<file path="src/rtl/cic_pdm_decim_mc_pkg.sv">
// Shared constants and sizing helpers for the multi-channel PDM CIC decimator.
// The internal width leaves headroom for the largest ratio plus a sign bit.
package cic_pdm_pkg;

    localparam int PDM_ONE  = 1;
    localparam int PDM_ZERO = -1;

    function automatic int cic_bw(input int order, input int dec_log2_max);
        return order * dec_log2_max + 2;
    endfunction

    // Positive result: arithmetic right shift; negative: left shift by its magnitude.
    function automatic int scale_shift(input int order, input int dec_log2, input int out_w);
        return order * dec_log2 + 1 - out_w;
    endfunction

endpackage

</file>
<file path="src/rtl/cic_pdm_decim_mc_if.sv">
// PDM sample input and PCM valid/ready output bundle of the CIC decimator.
// slave is the decimator side, master is the producer/consumer side.
interface cic_pdm_decim_mc_if #(
    parameter int CHANNELS = 2,
    parameter int OUT_W    = 16
);
    logic                      in_valid;
    logic [CHANNELS-1:0]       pdm_in;
    logic                      out_valid;
    logic                      out_ready;
    logic [CHANNELS*OUT_W-1:0] out_data;

    modport master (output in_valid, pdm_in, out_ready, input out_valid, out_data);
    modport slave  (input in_valid, pdm_in, out_ready, output out_valid, out_data);
endinterface

</file>
<file path="src/rtl/cic_pdm_decim_mc_chan.sv">
// One channel of the CIC: integrators, comb chain, output scaling and saturation.
// Sequencing (accept, capture, load) is driven by the shared control in the top.
module cic_chan
    import cic_pdm_pkg::*;
#(
    parameter int ORDER        = 3,
    parameter int DEC_LOG2_MAX = 6,
    parameter int OUT_W        = 16
) (
    input  logic             clk,
    input  logic             i_clr,
    input  logic             i_acc,
    input  logic             i_pdm,
    input  logic             i_cap,
    input  logic             i_load,
    input  logic [2:0]       i_dec_log2,
    output logic [OUT_W-1:0] o_data,
    output logic             o_clip
);
    localparam int B  = cic_bw(ORDER, DEC_LOG2_MAX);
    localparam int WW = B + OUT_W;
    localparam longint SAT_MAX_L = (longint'(1) <<< (OUT_W - 1)) - 1;
    localparam logic signed [WW-1:0] SAT_MAX = WW'(SAT_MAX_L);
    localparam logic signed [WW-1:0] SAT_MIN = WW'(-SAT_MAX_L - 1);

    logic signed [B-1:0]  w_x;
    logic signed [B-1:0]  r_int      [ORDER];
    logic signed [B-1:0]  w_int_next [ORDER];
    logic signed [B-1:0]  r_dly      [ORDER];
    logic signed [B-1:0]  w_c        [ORDER+1];
    logic signed [B-1:0]  r_comb_in;
    logic signed [WW-1:0] w_wide;
    logic signed [WW-1:0] w_scaled;
    logic [OUT_W-1:0]     w_sat;
    logic [OUT_W-1:0]     r_data;
    logic                 w_clip;
    int                   w_shift;

    assign w_x = i_pdm ? B'(PDM_ONE) : B'(PDM_ZERO);

    // Cascade sees the freshly updated previous stage, so all stages advance per sample.
    always_comb begin
        w_int_next[0] = r_int[0] + w_x;
        for (int k = 1; k < ORDER; k++) begin
            w_int_next[k] = r_int[k] + w_int_next[k-1];
        end
    end

    always_comb begin
        w_c[0] = r_comb_in;
        for (int k = 0; k < ORDER; k++) begin
            w_c[k+1] = w_c[k] - r_dly[k];
        end
    end

    always_comb begin
        w_shift  = scale_shift(ORDER, int'(i_dec_log2), OUT_W);
        w_wide   = {{OUT_W{w_c[ORDER][B-1]}}, w_c[ORDER]};
        w_scaled = w_wide;
        if (w_shift >= 0) begin
            w_scaled = w_wide >>> w_shift;
        end else begin
            w_scaled = w_wide <<< (-w_shift);
        end
        w_clip = 1'b0;
        w_sat  = w_scaled[OUT_W-1:0];
        if (w_scaled > SAT_MAX) begin
            w_sat  = SAT_MAX[OUT_W-1:0];
            w_clip = 1'b1;
        end else if (w_scaled < SAT_MIN) begin
            w_sat  = SAT_MIN[OUT_W-1:0];
            w_clip = 1'b1;
        end
    end

    always_ff @(posedge clk) begin
        if (i_clr) begin
            for (int k = 0; k < ORDER; k++) begin
                r_int[k] <= '0;
                r_dly[k] <= '0;
            end
            r_comb_in <= '0;
            r_data    <= '0;
        end else begin
            if (i_acc) begin
                for (int k = 0; k < ORDER; k++) begin
                    r_int[k] <= w_int_next[k];
                end
            end
            if (i_cap) begin
                r_comb_in <= r_int[ORDER-1];
            end
            if (i_load) begin
                for (int k = 0; k < ORDER; k++) begin
                    r_dly[k] <= w_c[k];
                end
                r_data <= w_sat;
            end
        end
    end

    assign o_data = r_data;
    assign o_clip = w_clip;

endmodule

</file>
<file path="src/rtl/cic_pdm_decim_mc.sv">
// Multi-channel PDM-to-PCM CIC decimator with runtime power-of-two ratio.
// Holds the shared counter, ratio latch, output handshake and sticky flags.
module cic_pdm_decim_mc
    import cic_pdm_pkg::*;
#(
    parameter int CHANNELS     = 2,
    parameter int ORDER        = 3,
    parameter int DEC_LOG2_MAX = 6,
    parameter int OUT_W        = 16
) (
    input  logic                 clk,
    input  logic                 rst,
    input  logic                 en,
    input  logic [2:0]           dec_log2,
    cic_pdm_decim_mc_if.slave    bus,
    output logic                 overrun,
    output logic                 sat
);
    localparam int CW = DEC_LOG2_MAX;

    logic                      r_en_d;
    logic [2:0]                r_ratio;
    logic [2:0]                w_clamped;
    logic [2:0]                w_ratio;
    logic [CW:0]               w_pow;
    logic [CW-1:0]             w_last;
    logic [CW-1:0]             r_cnt;
    logic                      w_rise;
    logic                      w_clr;
    logic                      w_acc;
    logic                      w_strobe;
    logic                      r_cap;
    logic                      r_load;
    logic                      r_out_valid;
    logic                      r_overrun;
    logic                      r_sat;
    logic [CHANNELS-1:0]       w_clip;
    logic [CHANNELS*OUT_W-1:0] w_data;

    always_comb begin
        w_clamped = dec_log2;
        if (dec_log2 == 3'd0) begin
            w_clamped = 3'd1;
        end else if (int'(dec_log2) > DEC_LOG2_MAX) begin
            w_clamped = 3'(DEC_LOG2_MAX);
        end
    end

    // The ratio applies to a sample accepted on the very edge en rises.
    assign w_rise   = en & ~r_en_d;
    assign w_ratio  = w_rise ? w_clamped : r_ratio;
    assign w_pow    = (CW+1)'(1) << w_ratio;
    assign w_last   = CW'(w_pow - (CW+1)'(1));
    assign w_clr    = rst | ~en;
    assign w_acc    = en & bus.in_valid;
    assign w_strobe = w_acc & (r_cnt == w_last);

    // The ratio survives rst: only a 0->1 transition of en reloads it, and an
    // en held high through rst is not treated as a new transition.
    always_ff @(posedge clk) begin
        r_en_d <= en;
        if (w_rise) begin
            r_ratio <= w_clamped;
        end
    end

    always_ff @(posedge clk) begin
        if (w_clr) begin
            r_cnt       <= '0;
            r_cap       <= 1'b0;
            r_load      <= 1'b0;
            r_out_valid <= 1'b0;
        end else begin
            if (w_acc) begin
                r_cnt <= w_strobe ? '0 : r_cnt + CW'(1);
            end
            r_cap  <= w_strobe;
            r_load <= r_cap;
            if (r_load) begin
                r_out_valid <= 1'b1;
            end else if (bus.out_ready) begin
                r_out_valid <= 1'b0;
            end
        end
    end

    always_ff @(posedge clk) begin
        if (rst) begin
            r_overrun <= 1'b0;
            r_sat     <= 1'b0;
        end else if (en && r_load) begin
            if (r_out_valid && !bus.out_ready) begin
                r_overrun <= 1'b1;
            end
            if (|w_clip) begin
                r_sat <= 1'b1;
            end
        end
    end

    genvar gi;
    generate
        for (gi = 0; gi < CHANNELS; gi++) begin : g_chan
            cic_chan #(
                .ORDER       (ORDER),
                .DEC_LOG2_MAX(DEC_LOG2_MAX),
                .OUT_W       (OUT_W)
            ) u_chan (
                .clk       (clk),
                .i_clr     (w_clr),
                .i_acc     (w_acc),
                .i_pdm     (bus.pdm_in[gi]),
                .i_cap     (r_cap),
                .i_load    (r_load),
                .i_dec_log2(r_ratio),
                .o_data    (w_data[gi*OUT_W +: OUT_W]),
                .o_clip    (w_clip[gi])
            );
        end
    endgenerate

    assign bus.out_valid = r_out_valid;
    assign bus.out_data  = w_data;
    assign overrun       = r_overrun;
    assign sat           = r_sat;

endmodule

</file>
<file path="src/flat_wrapper.sv">
// flat-port wrapper written by rule: the top's interface ports become plain ports
module cic_pdm_decim_mc_flat import cic_pdm_pkg::*;
#(
    parameter int CHANNELS     = 2,
    parameter int ORDER        = 3,
    parameter int DEC_LOG2_MAX = 6,
    parameter int OUT_W        = 16
)
  (clk, rst, en, dec_log2, overrun, sat, bus_in_valid, bus_pdm_in, bus_out_ready, bus_out_valid, bus_out_data);
  cic_pdm_decim_mc_if #(.CHANNELS(CHANNELS), .OUT_W(OUT_W)) bus_i ();
  input  logic clk;
  input  logic rst;
  input  logic en;
  input  logic [2:0] dec_log2;
  output logic overrun;
  output logic sat;
  input wire logic [$bits(bus_i.in_valid)-1:0] bus_in_valid;
  input wire logic [$bits(bus_i.pdm_in)-1:0] bus_pdm_in;
  input wire logic [$bits(bus_i.out_ready)-1:0] bus_out_ready;
  output wire logic [$bits(bus_i.out_valid)-1:0] bus_out_valid;
  output wire logic [$bits(bus_i.out_data)-1:0] bus_out_data;
  assign bus_i.in_valid = bus_in_valid;
  assign bus_i.pdm_in = bus_pdm_in;
  assign bus_i.out_ready = bus_out_ready;
  assign bus_out_valid = bus_i.out_valid;
  assign bus_out_data = bus_i.out_data;
  cic_pdm_decim_mc #(.CHANNELS(CHANNELS), .ORDER(ORDER), .DEC_LOG2_MAX(DEC_LOG2_MAX), .OUT_W(OUT_W)) u_core (.clk(clk), .rst(rst), .en(en), .dec_log2(dec_log2), .bus(bus_i), .overrun(overrun), .sat(sat));
endmodule
</file>
<file path="config.mk">
export PLATFORM = sky130hd
export DESIGN_NAME = cic_pdm_decim_mc_flat
export DESIGN_NICKNAME = d
export VERILOG_FILES = /design/src/rtl/cic_pdm_decim_mc_pkg.sv /design/src/rtl/cic_pdm_decim_mc_if.sv /design/src/rtl/cic_pdm_decim_mc_chan.sv /design/src/rtl/cic_pdm_decim_mc.sv /design/src/flat_wrapper.sv
export SDC_FILE = /design/constraint.sdc
export NUM_CORES = 1
export LEC_CHECK = 0
export ABC_AREA = 1
export CAP_MARGIN = 10
export CELL_PAD_IN_SITES_DETAIL_PLACEMENT = 1
export CELL_PAD_IN_SITES_GLOBAL_PLACEMENT = 1
export CORE_ASPECT_RATIO = 1.75
export CORE_MARGIN = 2
export CORE_UTILIZATION = 43
export DETAILED_ROUTE_END_ITERATION = 10
export PLACE_DENSITY_LB_ADDON = 0.08
export SLEW_MARGIN = 20
export SYNTH_ARGS = -nofsm -noshare
export SYNTH_HDL_FRONTEND = slang
export SYNTH_SLANG_ARGS = --single-unit
</file>
<file path="constraint.sdc">
create_clock -name clk -period 6.5 [get_ports clk]
set_input_delay 1.95 -clock clk [delete_from_list [all_inputs] [get_ports clk]]
set_output_delay 1.95 -clock clk [all_outputs]
set_load 0.02 [all_outputs]
</file>
== After elaboration in Yosys (flattened, before gate mapping) ==
Memory sizes are Yosys's and may differ from the RTL's.
Index checks and enable logic that the tools add are counted.
Storage, ports and cells
  input bits: 10
  memories kept: 4
  word-level logic and storage cells: 110
  flip-flop bits (word level): 87
  bits in writable memories: 240
Memory list
  u_core.g_chan[0].u_chan.r_dly: words 3, width 20, read ports 3, clocked after Yosys merged registers in 0, write ports 3, line cic_pdm_decim_mc_chan.sv:29  | logic signed [B-1:0] r_dly [ORDER];
  u_core.g_chan[0].u_chan.r_int: words 3, width 20, read ports 3, clocked after Yosys merged registers in 0, write ports 3, line cic_pdm_decim_mc_chan.sv:27  | logic signed [B-1:0] r_int [ORDER];
  u_core.g_chan[1].u_chan.r_dly: words 3, width 20, read ports 3, clocked after Yosys merged registers in 0, write ports 3, line cic_pdm_decim_mc_chan.sv:29
  u_core.g_chan[1].u_chan.r_int: words 3, width 20, read ports 3, clocked after Yosys merged registers in 0, write ports 3, line cic_pdm_decim_mc_chan.sv:27
Operators by class
  $lt $le $gt $ge: 6
  multipliers: 1
  add/sub/neg operators: 17
  reduce and logical (&&, ||, !) cells: 8
  equality and inequality tests: 1
  shift operators: 5
  bitwise gates (word level): 18
  muxes and demuxes: 38
Operator list (number)
  two-way mux 20 bit: 14
  adder 20 bit: 6
  subtractor 20 bit: 6
  greater-than comparator 36 x 16 -> 1 bit, second input constant: 2
  < comparator 36 x 16 -> 1 bit, second input constant: 2
  two-way mux 36 bit: 2
  <<< shifter 20 x 32 -> 36 bit: 2
  >>> shifter 20 x 32 -> 36 bit: 2
  two-way mux 16 bit: 4
  negation 7 -> 32 bit: 1
  two-way mux 1 bit: 14
  bitwise OR 1 bit: 13
  two-way mux 3 bit: 3
  greater-or-equal comparator 7 x 1 -> 1 bit, second input constant: 1
  subtractor 6 x 5 -> 7 bit, second input constant: 1
  adder 5 x 1 -> 6 bit, second input constant: 1
  adder 6 x 1 -> 6 bit, second input constant: 1
  equality test 6 bit: 1
  two-way mux 6 bit: 1
  left shift 1 x 3 -> 6 bit, first input constant: 1
  subtractor 6 x 1 -> 6 bit, second input constant: 1
  multiplier 2 x 3 -> 5 bit, first input constant: 1
  AND reduction 2 bit: 2
  bitwise AND 1 bit: 3
  other kinds (7): 9

== Longest topological paths before layout ==
  word-level depth: 11
  mapped depth: 58
  gate-level depth less buffers: 58

== Modules after synthesis ==
From an unflattened synthesis, not the netlist that was laid out.
Second synthesis, totals
  cells, all modules: 4403
  area, all modules: 30137.7 µm²
By module, submodules not included
  cic_chan (u_core.g_chan[1].u_chan): sequential area each 4324.1 µm², cells an instance 2157, times used 1, area an instance 14666.6 µm²
  cic_chan (u_core.g_chan[0].u_chan): sequential area each 4324.1 µm², cells an instance 2124, times used 1, area an instance 14565.2 µm²
  cic_pdm_decim_mc: sequential area each 300.3 µm², cells an instance 122, times used 1, area an instance 905.9 µm²

== Worst setup path after synthesis ==
Ideal clock, no wire load.
  path type: input-to-reg
  from: in bus_pdm_in[0]
  to: mem u_core.g_chan[0].u_chan.r_int[0][59] (netlist bit) (data pin)
  path buffers: 0
  path slack: -433 ps
  cell stages on the path: 33
  data required time: 6234 ps
  data arrival time: 6667 ps
  cells stage by stage: inv_1 -> ha_1 -> a21oi_1 -> o21ai_0 -> a21o_1 -> a21o_1 -> a21oi_1 -> xor2_1 -> inv_1 -> ha_1 -> inv_1 -> nor4_1 -> nand2_1 -> o311ai_0 -> a31o_2 -> a21oi_1 -> o21bai_1 -> xor2_1 -> inv_1 -> ha_1 -> a21oi_1 -> o21ai_0 -> a41oi_1 -> o21ai_0 -> nand3_1 -> nand2_1 -> nand2_1 -> inv_1 -> o21ai_0 -> nand2_1 -> xor2_1 -> o21ai_1 -> a21oi_1
RTL lines
  start: declaration: line flat_wrapper.sv:18  | input wire logic [$bits(bus_i.pdm_in)-1:0] bus_pdm_in;
  end: declaration: line cic_pdm_decim_mc_chan.sv:27

==> out/metrics.yaml <==
vdd_ir_drop_max_uv: 260.6
clk_pin_slew_ns: 0.07
fin_util_pct: 59.08
cpPeakStageDelay_ns: 0.38
drive_above_1_share_pct: 26.59
rsz0062_at_grt: "true"
drc_errors: 0
dp_slack_ns: -1.166
vias_per_cell: 5.450
ff2ff_path_depth: 53
max-clock-path-buffers: 3
place.gp.congestion: 0.9871
crit_family: "simple AND/OR/NAND/NOR gates"
n_antenna_cell: 0
cts_tree: "yes"
violations: "setup timing"
crit_slowest_cell: "edfxtp_1"
vias: 32600
crit_top_cell: "nand2_1"
postRouteAntennaNets: 0
max_clock_freq_mhz: 138.2
dr.pass1.iters: 6
wl_met3_mm: 2.845
cts_htree_levels: 2
layout.nets: 5315
power_density_nw_per_um2: 342.7
drtIter0Drc: 1384
cts_sinks: 327
layout_commonest_cell: "nand2_1"
crit_type: "flop to flop"
critPathArrivalTime_ns: 7.77
top_layer_used: "met4"
fin_ws_ns: -0.7353
p_leak_nw: 19.69
worst-path-max-fanout: 6
end_kind: "flop"
netlist_area_um2: 29670
worst_pin_slew_ns: 1.004
worstHoldPathType: "flop to flop"
wl_per_cell_um: 19.73
syn2layout_area_growth_pct: 36.08
grt-ovfl-total: 0
die_y_um: 351.5
maxSlewHeadroom_pct: 32.81
fin_crit_sh_pct: 111.3
final_cell_mix: "nand2_1 (1,021), buf_4 (701), inv_1 (624)"
finalMaxSlewViolations: 0
holdBufCountCts: 0
clock_latency_ns: 0.62
wl_met1_mm: 39.94
pin_count: 45
ys_seq_area_share_pct: 30.16
cp.depth: 53
yosys.cell_types.count: 61
p_total_w: 0.01384
critPathRequiredTime_ns: 7.04
die-area_um2: 71190
setup_violations: 34
critPathLaunchType: "flop"
synth_area_per_cell_um2: 6.761
instances_no_fill: 5981
hpwl_mm: 80.50
antenna_found_initial: 0
grt_pass1_vias: 33690
cts-root-buf: "clkbuf_16"
routed_wirelength_mm: 118.0
final.setup.tns_ns: -19.20
wl_met2_mm: 65.90
synthCells: 4388
hold_viol_final: 0
hold_path_depth: 2
syn-num-nets: 4653
fp.dieW_um: 202.6
fp-row-count: 127
fin_skew_ns: 0.04998
status: "complete, but fails checks"
start_util_pct: 43.42
ys_seq_elements: 327
dp.cells: 5804
critPathBufInv: 6
maxCapViolations: 0
grt_pass1_wl_mm: 167.7
yosys_warnings: 0
grt.total_usage_pct: 29.33
numCtsBuffers: 36
coreArea_um2: 68330
grt_max_degree: 122
port_buffers: 44
min_period_ns: 7.235
worst register-to-register path, delay by kind of cell, from the launching register on:
| kind | cells | cell delay [ns] |
|---|---|---|
| compound gates | 13 | 1.98 |
| xor+xnor | 2 | 0.46 |
| fa+ha+maj | 4 | 1.19 |
| buf+inv | 6 | 0.76 |
| flops | 1 | 0.38 |
| simple gates | 28 | 2.44 |
Yosys cell counts, drive strengths merged:
| cell | number | area (µm²) |
|---|---|---|
| nor2 | 417 | 1623 |
| dfxtp | 87 | 1742 |
| a21oi | 330 | 1674 |
| a211o | 1 | 8.760 |
| and2 | 8 | 50.05 |
| a2bb2oi | 2 | 17.52 |
| ha | 242 | 3028 |
| fa | 13 | 260.3 |
| nor4 | 5 | 31.28 |
| buf | 71 | 349.1 |
| edfxtp | 240 | 7207 |
| o21ai | 323 | 1617 |
| xnor2 | 24 | 210.2 |
| nand3 | 330 | 1707 |
| a21boi | 20 | 150.1 |
| o21a | 16 | 120.1 |
| o211a | 1 | 10.01 |
| clkinv | 5 | 18.77 |
| mux2i | 8 | 80.08 |
| a21o | 20 | 150.1 |
| nor3 | 35 | 175.2 |
| clkbuf | 86 | 324.1 |
| nor3b | 2 | 15.01 |
| nand2 | 1154 | 4382 |
| nand3b | 6 | 45.04 |
| o22ai | 2 | 12.51 |
| a31o | 3 | 26.28 |
| o311ai | 4 | 35.03 |
| xor2 | 132 | 1156 |
| o21bai | 34 | 255.2 |
| a31oi | 14 | 87.58 |
| or2 | 22 | 137.6 |
| o311a | 1 | 10.01 |
| a221oi | 1 | 8.760 |
| o221ai | 5 | 43.79 |
| nand4 | 31 | 193.9 |
| o31ai | 5 | 37.54 |
| o211ai | 13 | 97.59 |
| inv | 666 | 2502 |
| a41oi | 1 | 8.760 |
| a22oi | 5 | 37.54 |
| a211oi | 3 | 22.52 |
sequential cells by signal (all words and copies together), names as in the netlist:
signal / flops
u_core.g_chan.u_chan.r_int: 120
u_core.g_chan.u_chan.o_data: 32
u_core.g_chan.u_chan.r_comb_in: 40
u_core.g_chan.u_chan.r_dly: 120
u_core.r_load: 1
u_core.r_ratio: 3
u_core.r_cap: 1
u_core.r_en_d: 1
u_core.overrun: 1
u_core.bus.out_valid: 1
u_core.r_cnt: 6
u_core.sat: 1
final cells by class:
type / count / area, µm²
fill: 8689 / 27960
multi-input combinational: 3235 / 20250
sequential: 327 / 8952
timing repair buffer: 779 / 6161
inverter: 671 / 2552
tap: 903 / 1130
clock buffer: 50 / 1035
clock inverter: 16 / 291.5
metrics by stage:
stage | instance area, µm² | hold slack, ns
after floorplan | 29830 | 0.4487
after global placement | 35560 | 0.4386
after detailed placement | 35560 | 0.4446
after CTS | 37980 | 0.4573
after global routing | 40370 | 0.4761
final | 40370 | 0.4477
cell families after synthesis:
family / count (synthesis) / synth area share, %
adder cells (fa/ha/maj): 255 / 11.08
buffers and inverters: 828 / 10.77
multiplexers: 8 / 0.2699
AND/OR/NAND/NOR: 2010 / 28.18
AO/OA/AOI/OAI: 804 / 14.93
XOR/XNOR: 156 / 4.605
flip-flops: 327 / 30.16
timing repair:
action,CTS,global route
resized for setup,184,472
cloned,2,2
buffers inserted,49,61
setup endpoints to repair,44,53
pin swaps,66,244
worst paths after layout:
kind	from	to	slack (ns)
worst min-delay path	u_core.g_chan[1].u_chan.o_data[2]	u_core.g_chan[1].u_chan.o_data[2]	0.45
worst max-delay path	u_core.g_chan[0].u_chan.r_dly[0][0]	u_core.g_chan[0].u_chan.o_data[14]	-0.74
worst max register to register	u_core.g_chan[0].u_chan.r_dly[0][0]	u_core.g_chan[0].u_chan.o_data[14]	-0.74
worst min register to register	u_core.g_chan[1].u_chan.o_data[2]	u_core.g_chan[1].u_chan.o_data[2]	0.45
power by group:
part	switching (W)	internal, W	total [W]	leakage (nW)
combinational	0.00527	0.00371	0.00898	15.6
sequential	0.0000733	0.00239	0.00246	3.40
clock	0.000988	0.00141	0.00239	0.647
routing by layer:
metal | vias up | GRT usage, %
met4 | 0 | 19.53
li1 | 15580 | -
met3 | 453 | 2.938
met2 | 682 | 60.39
met5 | - | 0
met1 | 15880 | 26.41
No activity file was read; power rests on OpenSTA's default activity.
